## src/rtl/led_multi_blink.sv

```systemverilog
`default_nettype none
// ============================================================================
//  Module   : led_multi_blink
//  Purpose  : Multi-channel, run-time programmable LED timer. Each channel
//             owns a free-running counter that wraps at its own terminal
//             count and drives one LED in one of four modes (off, on,
//             50% blink, one-cycle strobe). A per-channel terminal flag is
//             exported as a timebase tick for neighbouring logic.
//
//  Ports    :
//    sys_clk    in   1        system clock
//    sys_rst_n  in   1        asynchronous active-low reset
//    en         in   1        global run enable, 0 freezes every channel
//    cfg_wr     in   1        single-cycle config write strobe
//    cfg_ch     in   CH_W     channel addressed by the write
//    cfg_mode   in   2        0 off, 1 on, 2 blink, 3 strobe
//    cfg_max    in   CNT_W    new terminal count for the addressed channel
//    led_out    out  CH_NUM   registered LED drive, bit i = channel i
//    cnt_flag   out  CH_NUM   registered, bit i high while cnt[i] == max[i]
//
//  Revision : 1.0  initial release
// ============================================================================

module led_multi_blink #(
   parameter int unsigned CH_NUM   = 4,
   parameter int unsigned CH_W     = 2,
   parameter int unsigned CNT_W    = 25,
   parameter int unsigned DEF_MAX  = 24,
   parameter logic [1:0]  DEF_MODE = 2'd2
) (
   input  logic              sys_clk,
   input  logic              sys_rst_n,
   input  logic              en,
   input  logic              cfg_wr,
   input  logic [CH_W-1:0]   cfg_ch,
   input  logic [1:0]        cfg_mode,
   input  logic [CNT_W-1:0]  cfg_max,
   output logic [CH_NUM-1:0] led_out,
   output logic [CH_NUM-1:0] cnt_flag
);

   // ------------------------------------------------------------------------
   // Mode encoding and reset values
   // ------------------------------------------------------------------------
   localparam logic [1:0]       c_MODE_OFF    = 2'd0;
   localparam logic [1:0]       c_MODE_ON     = 2'd1;
   localparam logic [1:0]       c_MODE_BLINK  = 2'd2;
   localparam logic [1:0]       c_MODE_STROBE = 2'd3;

   localparam logic [CNT_W-1:0] c_DEF_MAX     = CNT_W'(DEF_MAX);
   localparam logic             c_DEF_FLAG    = (DEF_MAX == 0);
   localparam logic [CNT_W-1:0] c_CNT_ONE     = CNT_W'(1);

   // ------------------------------------------------------------------------
   // Per-channel timer
   // ------------------------------------------------------------------------
   for (genvar i = 0; i < CH_NUM; i++) begin : g_ch

      logic [CNT_W-1:0] r_cnt;
      logic [CNT_W-1:0] r_max;
      logic [1:0]       r_mode;
      logic             r_led;
      logic             r_flag;

      logic             w_wr_hit;
      logic             w_term;
      logic [CNT_W-1:0] w_cnt_nxt;

      // Addresses at or above CH_NUM never match any generated index, so
      // such writes fall through without touching any channel.
      assign w_wr_hit  = cfg_wr && (cfg_ch == CH_W'(i));

      // The flag register always equals (cnt == max), so it doubles as the
      // terminal-count detect and saves a second comparator per channel.
      assign w_term    = r_flag;

      // cnt <= max always holds, so the increment cannot wrap.
      assign w_cnt_nxt = w_term ? '0 : (r_cnt + c_CNT_ONE);

      always_ff @(posedge sys_clk or negedge sys_rst_n) begin
         if (!sys_rst_n) begin
            r_cnt  <= '0;
            r_max  <= c_DEF_MAX;
            r_mode <= DEF_MODE;
            r_led  <= 1'b0;
            r_flag <= c_DEF_FLAG;
         end else if (w_wr_hit) begin
            // A write restarts the channel and wins over a coincident
            // terminal count, so no toggle/strobe happens on this edge.
            r_cnt  <= '0;
            r_max  <= cfg_max;
            r_mode <= cfg_mode;
            r_led  <= (cfg_mode == c_MODE_ON);
            r_flag <= (cfg_max == '0);
         end else if (en) begin
            r_cnt  <= w_cnt_nxt;
            // Look-ahead on the next count keeps the flag registered yet
            // exactly aligned with the cycle in which cnt == max.
            r_flag <= (w_cnt_nxt == r_max);
            case (r_mode)
               c_MODE_OFF:    r_led <= 1'b0;
               c_MODE_ON:     r_led <= 1'b1;
               c_MODE_BLINK:  r_led <= r_led ^ w_term;
               c_MODE_STROBE: r_led <= w_term;
               default:       r_led <= 1'b0;
            endcase
         end
      end

      assign led_out[i]  = r_led;
      assign cnt_flag[i] = r_flag;

   end : g_ch

endmodule : led_multi_blink

`default_nettype wire

```

## config.mk

```make
export PLATFORM = sky130hd
export DESIGN_NAME = led_multi_blink
export DESIGN_NICKNAME = d
export VERILOG_FILES = /design/src/rtl/led_multi_blink.sv
export SDC_FILE = /design/constraint.sdc
export NUM_CORES = 1
export LEC_CHECK = 0
export CORE_ASPECT_RATIO = 1.25
export CORE_MARGIN = 2
export CORE_UTILIZATION = 50
export CTS_BUF_LIST = sky130_fd_sc_hd__clkbuf_8 sky130_fd_sc_hd__clkbuf_16
export CTS_CLUSTER_DIAMETER = 80
export DETAILED_ROUTE_END_ITERATION = 16
export PLACE_DENSITY = 0.71
export RECOVER_POWER = 100
export SLEW_MARGIN = 15
export SYNTH_ARGS = -nofsm -noshare
export SYNTH_HDL_FRONTEND = slang
export SYNTH_SLANG_ARGS = --single-unit
```

## constraint.sdc

```tcl
create_clock -name sys_clk -period 3.35 [get_ports sys_clk]
set_input_delay 0.67 -clock sys_clk [delete_from_list [all_inputs] [get_ports sys_clk]]
set_output_delay 0.67 -clock sys_clk [all_outputs]
set_load 0.005 [all_outputs]
```

# Word-level counts from Yosys, hierarchy flattened
# Index checks and enable logic that the tools add are counted.
# Widths: inputs -> output; s select.
# op_classes
add_sub_neg	4
eq_ne	20
n_mux	32
n_bitwise	4
reduce_logical	14
# op_table
cell	count
$mux 25	12
$add 25x1->25 const B	4
$eq 25x25->1	4
$logic_not 25->1	1
$eq 2x2->1 const B	10
$mux 1	16
$pmux 1 s4	4
$eq 2x1->1 const B	6
$logic_not 2->1	5
$reduce_bool 2->1	4
$logic_and 1x1->1	4
$xor 1x1->1	4
# word_totals
register_bits	216
input_bits	33
output_inout_bits	8
elab_cells	94

# Depth between registers and ports, before layout
# depth
depth_word	5
mapped_depth	11

# Worst setup path before layout
# OpenSTA, ideal clock, no wires.
# synth_timing
kind	reg-to-reg
start	register g_ch[3].r_cnt[0]
end	register g_ch[3].r_flag
setup_ns	0.076
t_arrival_ns	2.938
required_ns	3.274
setup_slack_ns	0.335
stages_incl_launch_ff	11
cell_sequence	dfrtp_1 > ha_1 > nand4_2 > nor4_1 > xnor2_1 > xnor2_1 > or4b_2 > o21ai_0 > nand3_1 > or4_1 > o21ai_1
# synth_via
elab_chain_cells	5
# synth_rtl
item	line	rtl
start, declared	59	logic [CNT_W-1:0] r_cnt;
start signal, assigned	96	r_cnt <= w_cnt_nxt;
$add 25x1->25	78	assign w_cnt_nxt = w_term ? '0 : (r_cnt + c_CNT_ONE);
$mux 25	78	
$eq 25x25->1	99	r_flag <= (w_cnt_nxt == r_max);
$mux 1	95	end else if (en) begin
$mux 1	87	end else if (w_wr_hit) begin
end signal, assigned	86	r_flag <= c_DEF_FLAG;
end signal, assigned	94	r_flag <= (cfg_max == '0);
end signal, assigned	99	
end, declared	63	logic r_flag;
# Every way passes these cells. The select of a mux whose other input is x is not followed.
# A chain may end at the register's enable or synchronous reset.

# Final worst setup path
# Same ends and word-level chain as after synthesis.

==> run_results.csv <==
group,metric,value,unit
status,outcome,"finished with violations",
status,violations,"max-capacitance violations, max-slew violations",
clocking,holdBufCountCts,0,
sta,max_freq,0.308,GHz
global_routing,grt_max_degree,69,
floorplan,dieArea,28200,um2
sta,min_period_over_period,96.9,%
synth,syn_area,13400,um2
placed_design,dp_hpwl,25000,um
placed_design,placedCellCount,2015,
floorplan,start_util,50.4,%
routing,drtIter0Drc,1036,
sta,finalSetupViolations,0,
routing,routedWlPerCell,17.9,um
global_routing,grt_overflow,0,
clocking,numClockSinks,216,
synth,synth_fp_nets,1733,
floorplan,core.rowCount,67,
critical_path,end_kind,"flop",
routing,ant_nets,0,
synth,synth_edf_count,0,
clocking,cts_resized,0,
sta,setup_ws,105,ps
floorplan,dieHeight,187,um
routing,vias,12148,
global_routing,grt_pass1_wl,59800,um
power,p_leak,0.00634,uW
clocking,clockBufferDepth,3,
sta,whs,470,ps
sta,relSlewSlack,-17.8,%
floorplan,die_w,151,um
critical_path,cp.required,3800,ps
layout,area_delta_synth_final,11.6,%
clocking,clock_latency,530,ps
critical_path,critPathMaxFanout,11,
power,peakVddDrop,360,uV
clocking,post-cts-setup-buffers,0,
routing,route.detailed.drc,0,
floorplan,io_pins,41,
sta,tightest_slew,1770,ps
sta,grt_setup_unrepaired,"true",
synth,yosysWarnings,0,
routing,drt_pass1_iterations,5,
global_routing,track_usage,26.2,%
clocking,cts_made_buffers,25,
sta,fin_crit,3250,ps
critical_path,worstSetupStartpointType,"flop",
clocking,cts_tree,"yes",
synth,syn_area_per_cell,7.92,um2
global_routing,grt_pass1_vias,11506,
synth,yosysTopAreaCellShare,38.0,%
layout,drive_gt1_share,8.81,%
layout,final_nets,1734,
routing,viasPerCell,5.90,
sta,drv_slew,69,
sta,fin_skew,12.5,ps
clocking,htree_num_levels,1,
synth,synth_flop_cell,"dfrtp_1",
layout,fillers,2469,
clocking,root_buffer,"clkbuf_16",
power,power_per_cell_area,562,nW/um2
sta,finalSetupTns,0,ps
synth,synth-async-reset-ratio,100,%
critical_path,arrival,3700,ps
synth,synth-seq-area-share,40.3,%
global_routing,grt_antenna_before_repair,0,
synth,synthCells,1696,
hold_path,min-delay-path-class,"flop to flop",
synth,netlist-cell-type-count,73,
critical_path,ff2ff_setup_slack,100,ps
routing,wl,36800,um
layout,diodes,0,
placed_design,gp_congestion,0.902,
floorplan,coreArea,26700,um2
sta,hold_viol,0,
job,drv_cap,1,
synth,ys_ff_latch,216,
clocking,path_clk_slew,60,ps
layout,fin_cells,2059,
synth,yosys-top-cells-area,"dfrtp_1 38%, nand2_1 9.0%, nor2_1 6.3%",
critical_path,path_class,"flop to flop",
placed_design,post-place-ws,163,ps
placed_design,place.port_buffers,40,
synth,post-synth-top-area-cell,"dfrtp_1",
[cell usage after synthesis (all sizes together) (5+ instances only)]
| cell type | count |
|---|---|
| nand3b | 7 |
| dfrtp | 204 |
| nor4b | 8 |
| nor2 | 227 |
| a211oi | 5 |
| xnor2 | 82 |
| o32ai | 5 |
| mux2 | 27 |
| clkbuf | 92 |
| and3 | 16 |
| a22oi | 9 |
| inv | 36 |
| or3 | 20 |
| xor2 | 41 |
| o2111ai | 5 |
| dfstp | 12 |
| nand2 | 323 |
| and4 | 6 |
| mux2i | 30 |
| o21ai | 61 |
| nand2b | 9 |
| a21o | 10 |
| a31oi | 17 |
| a21oi | 164 |
| nor3b | 8 |
| nand4 | 37 |
| nand3 | 49 |
| nor3 | 63 |
| nor4 | 24 |
| buf | 24 |
| or4 | 14 |
[power by group]
group,switching [uW],leakage [uW],internal [uW],total (uW)
combinational,1060,0.00326,880,1940
clock,1130,0.000437,1690,2820
sequential,610,0.00265,3060,3670
[registers in the layout (all words and copies together) (netlist names)]
signal       cells
g_ch.r_cnt     100
g_ch.r_led       4
g_ch.r_max     100
g_ch.r_mode      8
g_ch.r_flag      4
[layout make-up]
type / count / area (um2) / share of cell area [%]
clock buffers: 30 / 694 / 4.63
clock inverters: 14 / 143 / 0.951
multi-input cells: 1326 / 7400 / 49.3
flip-flops and latches: 216 / 5420 / 36.1
inverters: 38 / 145 / 0.968
well taps: 345 / 432 / 2.88
repair buffers: 90 / 764 / 5.10
[stage by stage]
step	area, um2	total power, uW	util, %
floorplan	13400	5050	-
global route	15000	8900	56.3
detailed placement	14300	5630	53.5
CTS	15100	8470	56.6
global placement	14300	5550	53.5
finish	15000	8430	56.3
[worst max-delay path, cell delays in order (launching register included)]
cell     delay [ps]
dfrtp_1         430
ha_1            260
nand4_2         170
or4b_4          620
xnor2_1         170
or4b_2          620
o21ai_0         100
nand3_1          90
or4_1           540
o21ai_1         160
[routing by layer]
layer	global-route usage (%)	share of wire (%)	up-vias
li1	-	-	5861
met1	35.9	42	5805
met2	42.5	48	390
met3	3.32	6.4	92
met4	9.27	3.7	0
met5	0	0	-
[logic make-up after synthesis]
family | count (synthesis) | share of synthesized area, %
flops | 216 | 40.3
buf+inv | 154 | 4.63
mux | 57 | 4.50
compound gates | 313 | 13.6
xor+xnor | 123 | 8.02
fa+ha+maj | 4 | 0.372
simple gates | 829 | 28.6
[path summary, 6_finish.rpt]
| kind | from | to | cells after the start |
|---|---|---|---|
| worst min register to register | g_ch[2].r_max[3] | g_ch[2].r_max[3] | 2 |
| min in group asynchronous | sys_rst_n | g_ch[2].r_cnt[11] | 1 |
| worst max register to register | g_ch[3].r_cnt[0] | g_ch[3].r_flag | 9 |
| max in group asynchronous | sys_rst_n | g_ch[3].r_cnt[23] | 2 |
| worst min-delay path | g_ch[2].r_max[3] | g_ch[2].r_max[3] | 2 |
| worst max-delay path | g_ch[3].r_cnt[0] | g_ch[3].r_flag | 9 |
[placed cells by master (no fill, tap or decap), drive strengths merged, types with 27 or more instances in the layout]
cell type,instances
nand2,323
nor2,227
dfrtp,204
a21oi,164
xnor2,82
nor3,63
o21ai,61
nand3,49
inv,43
clkbuf,42
xor2,41
buf,40
nand4,37
clkdlybuf4s50,31
mux2i,30
mux2,27
Power figures use the tool's default switching activity.
